`src/rtl/timer_mmio_if.sv`:
```
// Data-memory bus between the CPU (master) and a memory-mapped responder (slave).
// Carries the same signal set as the ram port so a timer can sit on the same decode.
interface timer_mmio_if;
  logic        chip_enable;
  logic        read_enable;
  logic [31:0] read_address;
  logic [31:0] read_data;
  logic        write_enable;
  logic [31:0] write_address;
  logic [3:0]  write_select;
  logic [31:0] write_data;

  modport master (
    output chip_enable, read_enable, read_address,
    output write_enable, write_address, write_select, write_data,
    input  read_data
  );

  modport slave (
    input  chip_enable, read_enable, read_address,
    input  write_enable, write_address, write_select, write_data,
    output read_data
  );
endinterface

```
`src/rtl/timer_mmio.sv`:
```
// Memory-mapped timer: prescaled up-counter with compare match, one-shot or
// auto-reload, level interrupt, byte-lane writes and zero-latency reads.
module timer_mmio #(
  parameter int unsigned PRESCALE_WIDTH = 16,
  parameter logic [31:0] RESET_COMPARE  = 32'hFFFF_FFFF
) (
  input  logic         clock,
  input  logic         reset,
  timer_mmio_if.slave  bus,
  output logic         irq
);

  localparam logic [2:0] ADDR_CTRL     = 3'd0;
  localparam logic [2:0] ADDR_PRESCALE = 3'd1;
  localparam logic [2:0] ADDR_COMPARE  = 3'd2;
  localparam logic [2:0] ADDR_COUNT    = 3'd3;
  localparam logic [2:0] ADDR_STATUS   = 3'd4;

  logic                      ctrl_enable;
  logic                      ctrl_auto_reload;
  logic                      ctrl_irq_enable;
  logic [PRESCALE_WIDTH-1:0] prescale;
  logic [PRESCALE_WIDTH-1:0] pre_cnt;
  logic [31:0]               compare;
  logic [31:0]               count;
  logic                      status_match;

  logic        wr;
  logic [2:0]  waddr;
  logic [31:0] wmask;
  logic        wr_ctrl, wr_prescale, wr_compare, wr_count, wr_status;
  logic        tick, hit;
  logic [31:0] count_hw;
  logic        enable_hw;

  assign wr    = bus.write_enable & bus.chip_enable & (|bus.write_select);
  assign waddr = bus.write_address[4:2];
  assign wmask = {{8{bus.write_select[3]}}, {8{bus.write_select[2]}},
                  {8{bus.write_select[1]}}, {8{bus.write_select[0]}}};

  assign wr_ctrl     = wr & (waddr == ADDR_CTRL);
  assign wr_prescale = wr & (waddr == ADDR_PRESCALE);
  assign wr_compare  = wr & (waddr == ADDR_COMPARE);
  assign wr_count    = wr & (waddr == ADDR_COUNT);
  assign wr_status   = wr & (waddr == ADDR_STATUS);

  assign tick = ctrl_enable & (pre_cnt == prescale);
  assign hit  = (count == compare);

  // Hardware-side next values; byte lanes written by the bus override these.
  always_comb begin
    count_hw  = count;
    enable_hw = ctrl_enable;
    if (tick) begin
      if (!hit) begin
        count_hw = count + 32'd1;
      end else if (ctrl_auto_reload) begin
        count_hw = '0;
      end else begin
        enable_hw = 1'b0;
      end
    end
  end

  always_ff @(posedge clock or negedge reset) begin
    if (!reset) begin
      ctrl_enable      <= 1'b0;
      ctrl_auto_reload <= 1'b0;
      ctrl_irq_enable  <= 1'b0;
      prescale         <= '0;
      pre_cnt          <= '0;
      compare          <= RESET_COMPARE;
      count            <= '0;
      status_match     <= 1'b0;
    end else begin
      if (wr_ctrl && bus.write_select[0]) begin
        ctrl_enable      <= bus.write_data[0];
        ctrl_auto_reload <= bus.write_data[1];
        ctrl_irq_enable  <= bus.write_data[2];
      end else begin
        ctrl_enable <= enable_hw;
      end

      if (wr_prescale) begin
        prescale <= (prescale & ~wmask[PRESCALE_WIDTH-1:0]) |
                    (bus.write_data[PRESCALE_WIDTH-1:0] & wmask[PRESCALE_WIDTH-1:0]);
      end

      if (wr_ctrl || wr_prescale) begin
        pre_cnt <= '0;
      end else if (ctrl_enable) begin
        pre_cnt <= tick ? '0 : pre_cnt + PRESCALE_WIDTH'(1);
      end

      if (wr_compare) begin
        compare <= (compare & ~wmask) | (bus.write_data & wmask);
      end

      if (wr_count) begin
        count <= (count_hw & ~wmask) | (bus.write_data & wmask);
      end else begin
        count <= count_hw;
      end

      // A match set in the same cycle as a W1C takes priority.
      if (tick && hit) begin
        status_match <= 1'b1;
      end else if (wr_status && bus.write_select[0] && bus.write_data[0]) begin
        status_match <= 1'b0;
      end
    end
  end

  always_comb begin
    bus.read_data = '0;
    if (bus.read_enable && bus.chip_enable) begin
      case (bus.read_address[4:2])
        ADDR_CTRL:     bus.read_data[2:0] = {ctrl_irq_enable, ctrl_auto_reload, ctrl_enable};
        ADDR_PRESCALE: bus.read_data[PRESCALE_WIDTH-1:0] = prescale;
        ADDR_COMPARE:  bus.read_data = compare;
        ADDR_COUNT:    bus.read_data = count;
        ADDR_STATUS:   bus.read_data[0] = status_match;
        default:       bus.read_data = '0;
      endcase
    end
  end

  assign irq = status_match & ctrl_irq_enable;

  logic unused_addr_bits;
  assign unused_addr_bits = ^{bus.read_address[31:5], bus.read_address[1:0],
                              bus.write_address[31:5], bus.write_address[1:0]};

endmodule

```
`src/flat_wrapper.sv`:
```
// flat-port wrapper written by rule: the top's interface ports become plain ports
module timer_mmio_flat 
#(
  parameter int unsigned PRESCALE_WIDTH = 16,
  parameter logic [31:0] RESET_COMPARE  = 32'hFFFF_FFFF
)
  (clock, reset, irq, bus_chip_enable, bus_read_enable, bus_read_address, bus_write_enable, bus_write_address, bus_write_select, bus_write_data, bus_read_data);
  timer_mmio_if bus_i ();
  input  logic clock;
  input  logic reset;
  output logic irq;
  input wire logic [$bits(bus_i.chip_enable)-1:0] bus_chip_enable;
  input wire logic [$bits(bus_i.read_enable)-1:0] bus_read_enable;
  input wire logic [$bits(bus_i.read_address)-1:0] bus_read_address;
  input wire logic [$bits(bus_i.write_enable)-1:0] bus_write_enable;
  input wire logic [$bits(bus_i.write_address)-1:0] bus_write_address;
  input wire logic [$bits(bus_i.write_select)-1:0] bus_write_select;
  input wire logic [$bits(bus_i.write_data)-1:0] bus_write_data;
  output wire logic [$bits(bus_i.read_data)-1:0] bus_read_data;
  assign bus_i.chip_enable = bus_chip_enable;
  assign bus_i.read_enable = bus_read_enable;
  assign bus_i.read_address = bus_read_address;
  assign bus_i.write_enable = bus_write_enable;
  assign bus_i.write_address = bus_write_address;
  assign bus_i.write_select = bus_write_select;
  assign bus_i.write_data = bus_write_data;
  assign bus_read_data = bus_i.read_data;
  timer_mmio #(.PRESCALE_WIDTH(PRESCALE_WIDTH), .RESET_COMPARE(RESET_COMPARE)) u_core (.clock(clock), .reset(reset), .bus(bus_i), .irq(irq));
endmodule
```
`config.mk`:
```
export PLATFORM = sky130hd
export DESIGN_NAME = timer_mmio_flat
export DESIGN_NICKNAME = d
export VERILOG_FILES = /design/src/rtl/timer_mmio_if.sv /design/src/rtl/timer_mmio.sv /design/src/flat_wrapper.sv
export SDC_FILE = /design/constraint.sdc
export NUM_CORES = 1
export LEC_CHECK = 0
export ABC_AREA = 1
export CELL_PAD_IN_SITES_DETAIL_PLACEMENT = 1
export CELL_PAD_IN_SITES_GLOBAL_PLACEMENT = 1
export CORE_ASPECT_RATIO = 0.6
export CORE_UTILIZATION = 40
export DETAILED_ROUTE_END_ITERATION = 6
export HOLD_SLACK_MARGIN = 0.1
export PLACE_DENSITY_LB_ADDON = 0.1
export SLEW_MARGIN = 20
export SYNTH_ARGS = -nofsm -noshare
export SYNTH_HDL_FRONTEND = slang
export SYNTH_SLANG_ARGS = --single-unit
```
`constraint.sdc`:
```
create_clock -name clock -period 2.6 [get_ports clock]
set_input_delay 0.39 -clock clock [delete_from_list [all_inputs] [get_ports clock]]
set_output_delay 0.39 -clock clock [all_outputs]
set_load 0.005 [all_outputs]
```
==> results of run 1 <==
[kinds of logic (layout without fill, tap and decap cells)]
kind of cell / after synthesis / in the layout / synth area share, %
DFF: 100 / 100 / 33.7
xor gates and xnor gates: 54 / 54 / 6.27
adders and majority gates: 2 / 2 / 0.332
buffers and inverters: 221 / 304 / 11.5
AOI/OAI and AO/OA: 169 / 169 / 11.9
and+or+nand+nor: 671 / 671 / 36.3
[worst reg2reg max path, cell delays in order (launching register included)]
cell	delay, ns
dfrtp_1	0.55
nand2_1	0.10
nor2_1	0.25
nand2_1	0.20
nor2_1	0.47
nand2_1	0.11
nand2_1	0.08
nand2_1	0.06
inv_1	0.05
nand2_1	0.05
nand3_1	0.15
a21oi_1	0.08
[area by class of cell]
type,instances,area [µm²],area share [%]
timing repair buffer,120,1190,13.0
inverter,168,636,6.96
clock inverter,4,30.0,0.329
clock buffer,12,267,2.92
multi-input combinational,896,4170,45.7
tap,240,300,3.29
sequential,100,2540,27.8
[through the flow]
stage | area [µm²] | total power, mW
2_1_floorplan | 7550 | 4.78
3_3_place_gp | 8780 | 5.57
3_5_place_dp | 8780 | 5.75
4_1_cts | 9110 | 7.18
5_1_grt | 9140 | 7.77
6_report | 9140 | 7.22
[repair_timing]
item / CTS / global route
hold buffers: 1 / 0
setup endpoints to repair: 30 / 31
endpoints found under the hold margin: 22 / 0
pin swaps: 0 / 1
resized for setup: 12 / 7
[Yosys cell counts (all sizes together), types with 5 or more instances]
master and instances:
nand3 96, nand4 6, dfrtp 68, clkbuf 26, nand3b 5, o22ai 8, nor2 152, nor3 16
nand2 394, xor2 33, inv 168, dfstp 32, buf 27, a22oi 5, o21ai 59, a21oi 87
xnor2 21
[per-layer routing]
layer  track usage [%]  part of all wire (%)
met1              48.9                    52
met2              43.3                    39
met3              8.05                   8.3
met4              6.36                  0.90
met5                 0                     0
[placed cells by master, fill, tap and decap left out, drive strengths merged, types with 21 or more instances in the layout]
| master | count |
|---|---|
| xor2 | 33 |
| clkdlybuf4s50 | 74 |
| dfstp | 32 |
| inv | 170 |
| buf | 41 |
| o21ai | 59 |
| nor2 | 152 |
| xnor2 | 21 |
| nand3 | 96 |
| dfrtp | 68 |
| a21oi | 87 |
| nand2 | 394 |
[final timing paths]
path | from | endpoint | slack [ns]
min in group asynchronous | reset | u_core.pre_cnt[10] | 0.50
worst max-delay path | bus_read_address[4] | bus_read_data[19] | 0.12
worst min-delay path | register | register | 0.49
max in group asynchronous | reset | async pin | 1.31
worst min register to register | register | register | 0.49
worst max register to register | u_core.count[2] | u_core.count[31] | 0.33
[where the power goes]
| group | switching, mW | leakage, nW | internal [mW] |
|---|---|---|---|
| Sequential | 0.797 | 1.16 | 2.04 |
| Clock | 0.668 | 0.146 | 0.735 |
| Combinational | 1.80 | 3.13 | 1.18 |
==> run_results.csv, run 1 <==
group,metric,value,unit
sta,rsz0062_at_grt,"false",
yosys,synth_ff_type,"dfrtp_1",
sta,final_max_slew_viol_count,0,
worst_setup_path,cp.depth,9,
worst_setup_path,crit_type,"in2out",
route,avgViaCountPerCell,5.39,
die,ios,138,
clocking,clock_path_buffers,2,
layout,fill_cells,2496,
sta,tightest_slew,0.642,ns
yosys,synth_edf_count,0,
hold_path,min_path_type,"reg2reg",
worst_setup_path,endpoint_kind,"output port",
layout,stdcell_count,1540,
global_routing,grt_max_degree,48,
layout,antennaDiodeCount,0,
yosys,yosys.area.top_type,"dfrtp_1",
place,place_inst,1523,
global_routing,track_usage,31.6,%
route,wl_per_cell,18.9,µm
die,num_rows,38,
job,drv_cap,0,
sta,finalSetupViolations,0,
worst_setup_path,critical_path.max_stage_delay,0.52,ns
yosys,synth_area,7550,µm²
clocking,cts.sinks,100,
die,die_h,108,µm
clocking,clock_latency,0.37,ns
route,ant_nets,0,
worst_setup_path,crit_fanout,14,
sta,hold_slack,0.488,ns
global_routing,grt_pass1_vias,8187,
hold_path,hold_depth,2,
global_routing,antenna_found_initial,0,
route,post-route-drc-count,8,
die,die-area,19400,µm²
worst_setup_path,worstPathArrival,2.09,ns
yosys,synth_area_per_cell,6.20,µm²
power_and_ir_drop,p_leak,4.44,nW
power_and_ir_drop,powerDensity,790,nW/µm²
place,post-place-ws,-0.228,ns
sta,fin_skew,0.00878,ns
route,drt_iter0_drc,683,
die,start_util,41.3,%
run_status,status,"finished, violations left",
clocking,clk_transition_reported_paths,0.07,ns
route,routed_wl,29100,µm
sta,fin_tns_setup,0,ns
sta,fmax,403,MHz
yosys,synth_cell_type_count,34,
layout,syn2layout_area_growth,21.1,%
route,firstDrtPassIters,7,
die,die_w,179,µm
route,vias,8298,
layout,final_core_util,50.0,%
yosys,ys_warn_count,0,
sta,fin_ws,0.119,ns
yosys,async_reset_ff_share,100,%
sta,hold_viol_final,0,
yosys,syn_inst,1217,
layout,nets,1402,
global_routing,grt-ovfl-total,0,
place,place.gp.congestion,0.905,
layout,drive_gt1_share,8.23,%
power_and_ir_drop,ir_worst_vdd,0.421,mV
clocking,cts_tree,"built",
worst_setup_path,path_delay_family,"buffers and inverters",
yosys,ys_ff_latch,100,
worst_setup_path,path_buf_inv,6,
yosys,synth.area.top_cells,"dfrtp_1, nand2_1, dfstp_2",
die,core_area,18300,µm²
worst_setup_path,path_cells,"dlygate4sd2_1 -> inv_1 -> nand3_2 -> inv_2 -> buf_12 -> buf_4 -> nand2_1 -> a21oi_1 -> clkdlybuf4s50_1",
run_status,violations,"DRC",
place,portBuffers,79,
sta,slew_headroom,56.9,%
worst_setup_path,worstPathRequired,2.21,ns
worst_setup_path,cp_slowest_cell,"clkdlybuf4s50_1",
clocking,h-tree-depth,3,
yosys,seq_area_frac_synth,33.7,%
yosys,synth_nets,1324,
yosys,synth_top_area_share,22.6,%
clocking,post-cts-setup-buffer-count,0,
place,hpwlAfterDp,22900,µm
global_routing,grt_pass1_wl,45900,µm
sta,min_period,2.48,ns
sta,period_share,95.4,%
clocking,clk_root_buffer_cell,"clkbuf_16",
worst_setup_path,critPathLaunchType,"input pin",
clocking,numCtsBuffers,9,
worst_setup_path,reg2regPathDepth,11,
(Power assumes the default switching activity.)
==> inputs of run 2 (changes only) <==
Settings changed: CORE_MARGIN from default to 2, MAX_ROUTING_LAYER from default to met4.
==> run 2 against run 1 <==
The flow now finishes without violations. Clock power decreased by 6%. Combinational power barely moved. Critical path type unchanged. Clock skew increased by 0.0061 ns.
==> run_results.csv, run 2 (synthesis results as in run 1) <==
group,metric,value,unit
layout,final-seq-area,2540,µm²
sta,fmax,413,MHz
worst_setup_path,crit_type,"in2out",
route,post-route-drc-count,0,
route,firstDrtPassIters,5,
route,wl_per_cell,18.4,µm
worst_setup_path,critPathLaunchType,"input pin",
worst_setup_path,crit_top_cell,"buf_12",
run_status,status,"completed",
place,place.gp.congestion,0.894,
power_and_ir_drop,p_leak,4.45,nW
die,ios,138,
route,routed_wl,28400,µm
layout,nets,1406,
clocking,numCtsBuffers,9,
sta,tightest_slew,0.747,ns
worst_setup_path,worstPathRequired,2.21,ns
clocking,cts.sinks,100,
sta,final_max_slew_viol_count,0,
sta,hold_viol_final,0,
layout,multi_input_area,4160,µm²
global_routing,grt-ovfl-total,0,
sta,period_share,93.2,%
die,die_h,110,µm
worst_setup_path,path_buf_inv,6,
die,num_rows,38,
power_and_ir_drop,ir_worst_vdd,0.402,mV
worst_setup_path,path_delay_family,"buffers and inverters",
place,post-place-ws,-0.144,ns
global_routing,antenna_found_initial,0,
worst_setup_path,cp.depth,9,
worst_setup_path,critical_path.max_stage_delay,0.53,ns
clocking,post-cts-setup-buffer-count,0,
power_and_ir_drop,powerDensity,778,nW/µm²
route,ant_nets,0,
die,die_w,181,µm
sta,fin_skew,0.0149,ns
sta,slew_headroom,50.0,%
job,drv_cap,0,
die,core_area,18300,µm²
layout,final_common_cell,"nand2_1",
sta,hold_slack,0.488,ns
place,portBuffers,79,
global_routing,grt_max_degree,46,
worst_setup_path,cp_slowest_cell,"clkdlybuf4s50_1",
sta,min_period,2.42,ns
route,drt_iter0_drc,670,
clocking,clk_root_buffer_cell,"clkbuf_16",
sta,fin_ws,0.176,ns
worst_setup_path,reg2regPathDepth,13,
worst_setup_path,path_cells,"dlygate4sd2_1 -> inv_1 -> nand3_2 -> inv_2 -> buf_12 -> buf_12 -> nand2_1 -> a21oi_1 -> clkdlybuf4s50_1",
clocking,clock_latency,0.37,ns
layout,fill_cells,2523,
sta,rsz0062_at_grt,"false",
worst_setup_path,crit_fanout,14,
layout,syn2layout_area_growth,21.1,%
worst_setup_path,endpoint_kind,"output port",
sta,finalSetupViolations,0,
layout,mostFrequentLayoutCells,"nand2_1, inv_1, nor2_1, nand3_1, a21oi_1",
layout,antennaDiodeCount,0,
die,die-area,20000,µm²
layout,drive_gt1_share,8.44,%
hold_path,min_path_type,"reg2reg",
clocking,clk_transition_reported_paths,0.07,ns
route,avgViaCountPerCell,5.30,
route,vias,8189,
die,start_util,41.3,%
global_routing,grt_pass1_vias,8129,
clocking,cts_tree,"built",
clocking,h-tree-depth,3,
global_routing,grt_pass1_wl,45300,µm
place,hpwlAfterDp,22500,µm
clocking,clock_path_buffers,2,
worst_setup_path,worstPathArrival,2.03,ns
global_routing,track_usage,30.6,%
hold_path,hold_depth,2,
-- run 2: layout make-up --
type | count | area share (%)
Inverter | 168 | 6.90
Timing Repair Buffer | 124 | 13.5
Tap cell | 240 | 3.29
Clock buffer | 10 | 2.51
Multi-Input combinational cell | 896 | 45.5
Sequential cell | 100 | 27.8
Clock inverter | 6 | 0.438
-- run 2: layer usage --
layer  vias to the layer above  wire length, µm  part of all wire, %  track usage, %
met5                         -                0                    0               -
met3                        27             2080                  7.3            4.86
li1                       3957                -                    -               -
met2                       259            10600                   37            40.6
met4                         0              340                  1.2            6.39
met1                      3946            15400                   54            47.8
-- run 2: what timing repair did --
item	in CTS	in global routing
hold buffers	1	0
resized for setup	8	8
endpoints found under the hold margin	24	0
pin swaps	0	1
setup endpoints to repair	30	28
-- run 2: final timing paths --
| check | end | start | slack, ns |
|---|---|---|---|
| setup / recovery | bus_read_data[30] | bus_read_address[4] | 0.18 |
| hold / removal | register | register | 0.49 |
| setup reg to reg | u_core.count[29] | u_core.count[18] | 0.21 |
| hold reg to reg | register | register | 0.49 |
| max in group asynchronous | async pin | reset | 1.28 |
| min in group asynchronous | async pin | reset | 0.56 |
-- run 2: power by group --
| group | internal, mW | switching, mW |
|---|---|---|
| Clock | 0.651 | 0.662 |
| Sequential | 2.04 | 0.812 |
| Combinational | 1.19 | 1.76 |
-- run 2: worst reg2reg max path: stages, from the launching register on --
cell     delay, ns
dfrtp_1       0.57
inv_1         0.08
nand2_1       0.07
nand2_1       0.07
inv_1         0.05
nand2_1       0.04
nor2_1        0.19
nand2_1       0.13
nor2_4        0.12
nand2_2       0.45
nand3_1       0.23
nand3_1       0.16
nand2_1       0.09
inv_1         0.04
-- run 2: stage by stage --
step | util, % | std cells | setup TNS [ns] | cell area, µm² | power, mW
2_1_floorplan | - | 1217 | 0 | 7550 | 4.78
3_3_place_gp | 48.3 | 1527 | -0.697 | 8830 | 5.58
3_5_place_dp | 48.3 | 1527 | -1.87 | 8830 | 5.73
4_1_cts | 49.9 | 1544 | -0.0521 | 9110 | 7.07
5_1_grt | 50.0 | 1544 | 0 | 9140 | 7.70
6_report | 50.0 | 1544 | 0 | 9140 | 7.11
==> inputs of run 3 (changes only) <==
Settings changed: ABC_CLOCK_PERIOD_IN_PS from default to 2600, CORE_MARGIN 2 to default.
==> run 3 against run 2 <==
The flow now finishes with violations (DRC). Routed wire length grew 2.4%. Setup slack lost 0.057 ns. Register-to-register slack gained 0.10 ns. Sequential cell count is the same. Via count grew 1.1%. Clock-buffer cell count grew 2. Cell count shrank 0.26%.
==> run_results.csv, run 3 (synthesis results as in run 1) <==
group,metric,value,unit
clocking,numCtsBuffers,9,
layout,drive_gt1_share,8.23,%
job,drv_cap,0,
place,hpwlAfterDp,22900,µm
sta,hold_viol_final,0,
clocking,cts.sinks,100,
clocking,h-tree-depth,3,
sta,fin_skew,0.00926,ns
global_routing,grt_pass1_wl,45900,µm
sta,fin_ws,0.119,ns
die,die_w,179,µm
route,firstDrtPassIters,7,
run_status,status,"finished, violations left",
worst_setup_path,critPathLaunchType,"input pin",
layout,final_area,9140,µm²
sta,period_share,95.4,%
worst_setup_path,crit_type,"in2out",
sta,slew_headroom,57.6,%
route,wl_per_cell,18.9,µm
route,vias,8278,
place,portBuffers,79,
sta,final_max_slew_viol_count,0,
power_and_ir_drop,p_leak,4.44,nW
route,avgViaCountPerCell,5.38,
worst_setup_path,endpoint_kind,"output port",
layout,antennaDiodeCount,0,
worst_setup_path,worstPathArrival,2.09,ns
die,die-area,19400,µm²
route,post-route-drc-count,8,
place,post-place-ws,-0.228,ns
place,place.gp.congestion,0.920,
route,routed_wl,29100,µm
global_routing,grt_max_degree,48,
clocking,clk_transition_reported_paths,0.07,ns
global_routing,antenna_found_initial,0,
power_and_ir_drop,powerDensity,790,nW/µm²
sta,min_period,2.48,ns
global_routing,grt-ovfl-total,0,
place,dpl_cell_area,8780,µm²
layout,nets,1402,
clocking,clk_root_buffer_cell,"clkbuf_16",
layout,syn2layout_area_growth,21.1,%
layout,mostFrequentLayoutCells,"nand2_1, inv_1, nor2_1, nand3_1, a21oi_1",
run_status,violations,"DRC",
worst_setup_path,crit_fanout,14,
die,die_h,108,µm
clocking,clock_path_buffers,2,
route,ant_nets,0,
sta,fmax,403,MHz
power_and_ir_drop,ir_worst_vdd,0.423,mV
global_routing,grt_pass1_vias,8191,
die,core_area,18300,µm²
die,num_rows,38,
route,drt_iter0_drc,603,
global_routing,track_usage,32.7,%
sta,finalSetupViolations,0,
hold_path,min_path_type,"reg2reg",
worst_setup_path,worstPathRequired,2.21,ns
die,ios,138,
clocking,clock_latency,0.37,ns
layout,final_common_cell,"nand2_1",
clocking,cts_tree,"built",
sta,tightest_slew,0.631,ns
sta,rsz0062_at_grt,"false",
die,start_util,41.3,%
-- run 3: area by class of cell --
class	instances	area, µm²
tap	240	300
timing repair buffer	120	1190
multi-input combinational	896	4170
inverter	168	636
sequential	100	2540
clock inverter	4	30.0
clock buffer	12	267
fill	2496	9120
-- run 3: path summary, 6_finish.rpt --
| kind | start | endpoint | slack (ns) | cells past startpoint |
|---|---|---|---|---|
| setup / recovery | bus_read_address[4] | bus_read_data[19] | 0.12 | 9 |
| hold / removal | register | register | 0.49 | 2 |
| min in group asynchronous | reset | u_core.pre_cnt[11] | 0.50 | 2 |
| hold reg to reg | register | register | 0.49 | 2 |
| setup reg to reg | u_core.count[2] | u_core.count[31] | 0.31 | 11 |
| max in group asynchronous | reset | async pin | 1.31 | 3 |
-- run 3: routing by layer --
metal	wire length, µm	GRT usage (%)	vias to the layer above
li1	-	-	3942
met1	15000	49.0	4023
met2	11300	43.3	290
met3	2520	8.12	23
met4	275	6.36	0
met5	0	-	-
-- run 3: timing repair --
| item | CTS | global route |
|---|---|---|
| pin swaps | 0 | 1 |
| gates resized for setup | 12 | 7 |
| buffers inserted | 0 | 0 |
| endpoints found under the hold margin | 22 | 0 |
| hold buffers | 1 | 0 |
| setup endpoints to repair | 30 | 31 |
-- run 3: through the flow --
stage	total power [mW]	instances	hold slack (ns)	setup TNS, ns	utilization (%)
2_1_floorplan	4.78	1217	0.0944	0	-
3_3_place_gp	5.57	1523	0.347	-0.746	48.1
3_5_place_dp	5.75	1523	0.351	-2.97	48.1
4_1_cts	7.18	1540	0.491	-0.0117	49.9
5_1_grt	7.77	1540	0.512	0	50.0
6_report	7.22	1540	0.488	0	50.0
-- run 3: worst max-delay path, cell delays in order --
cell             delay (ns)
dlygate4sd2_1          0.28
inv_1                  0.16
nand3_2                0.12
inv_2                  0.09
buf_12                 0.16
buf_4                  0.14
nand2_1                0.05
a21oi_1                0.17
clkdlybuf4s50_1        0.52
-- run 3: power by group --
part           switching, mW  internal, mW  total (mW)  leakage, nW
registers              0.803          2.04        2.84         1.16
clock network          0.667         0.735        1.40        0.146
logic                   1.79          1.18        2.97         3.13
total                   3.26          3.96        7.22         4.44
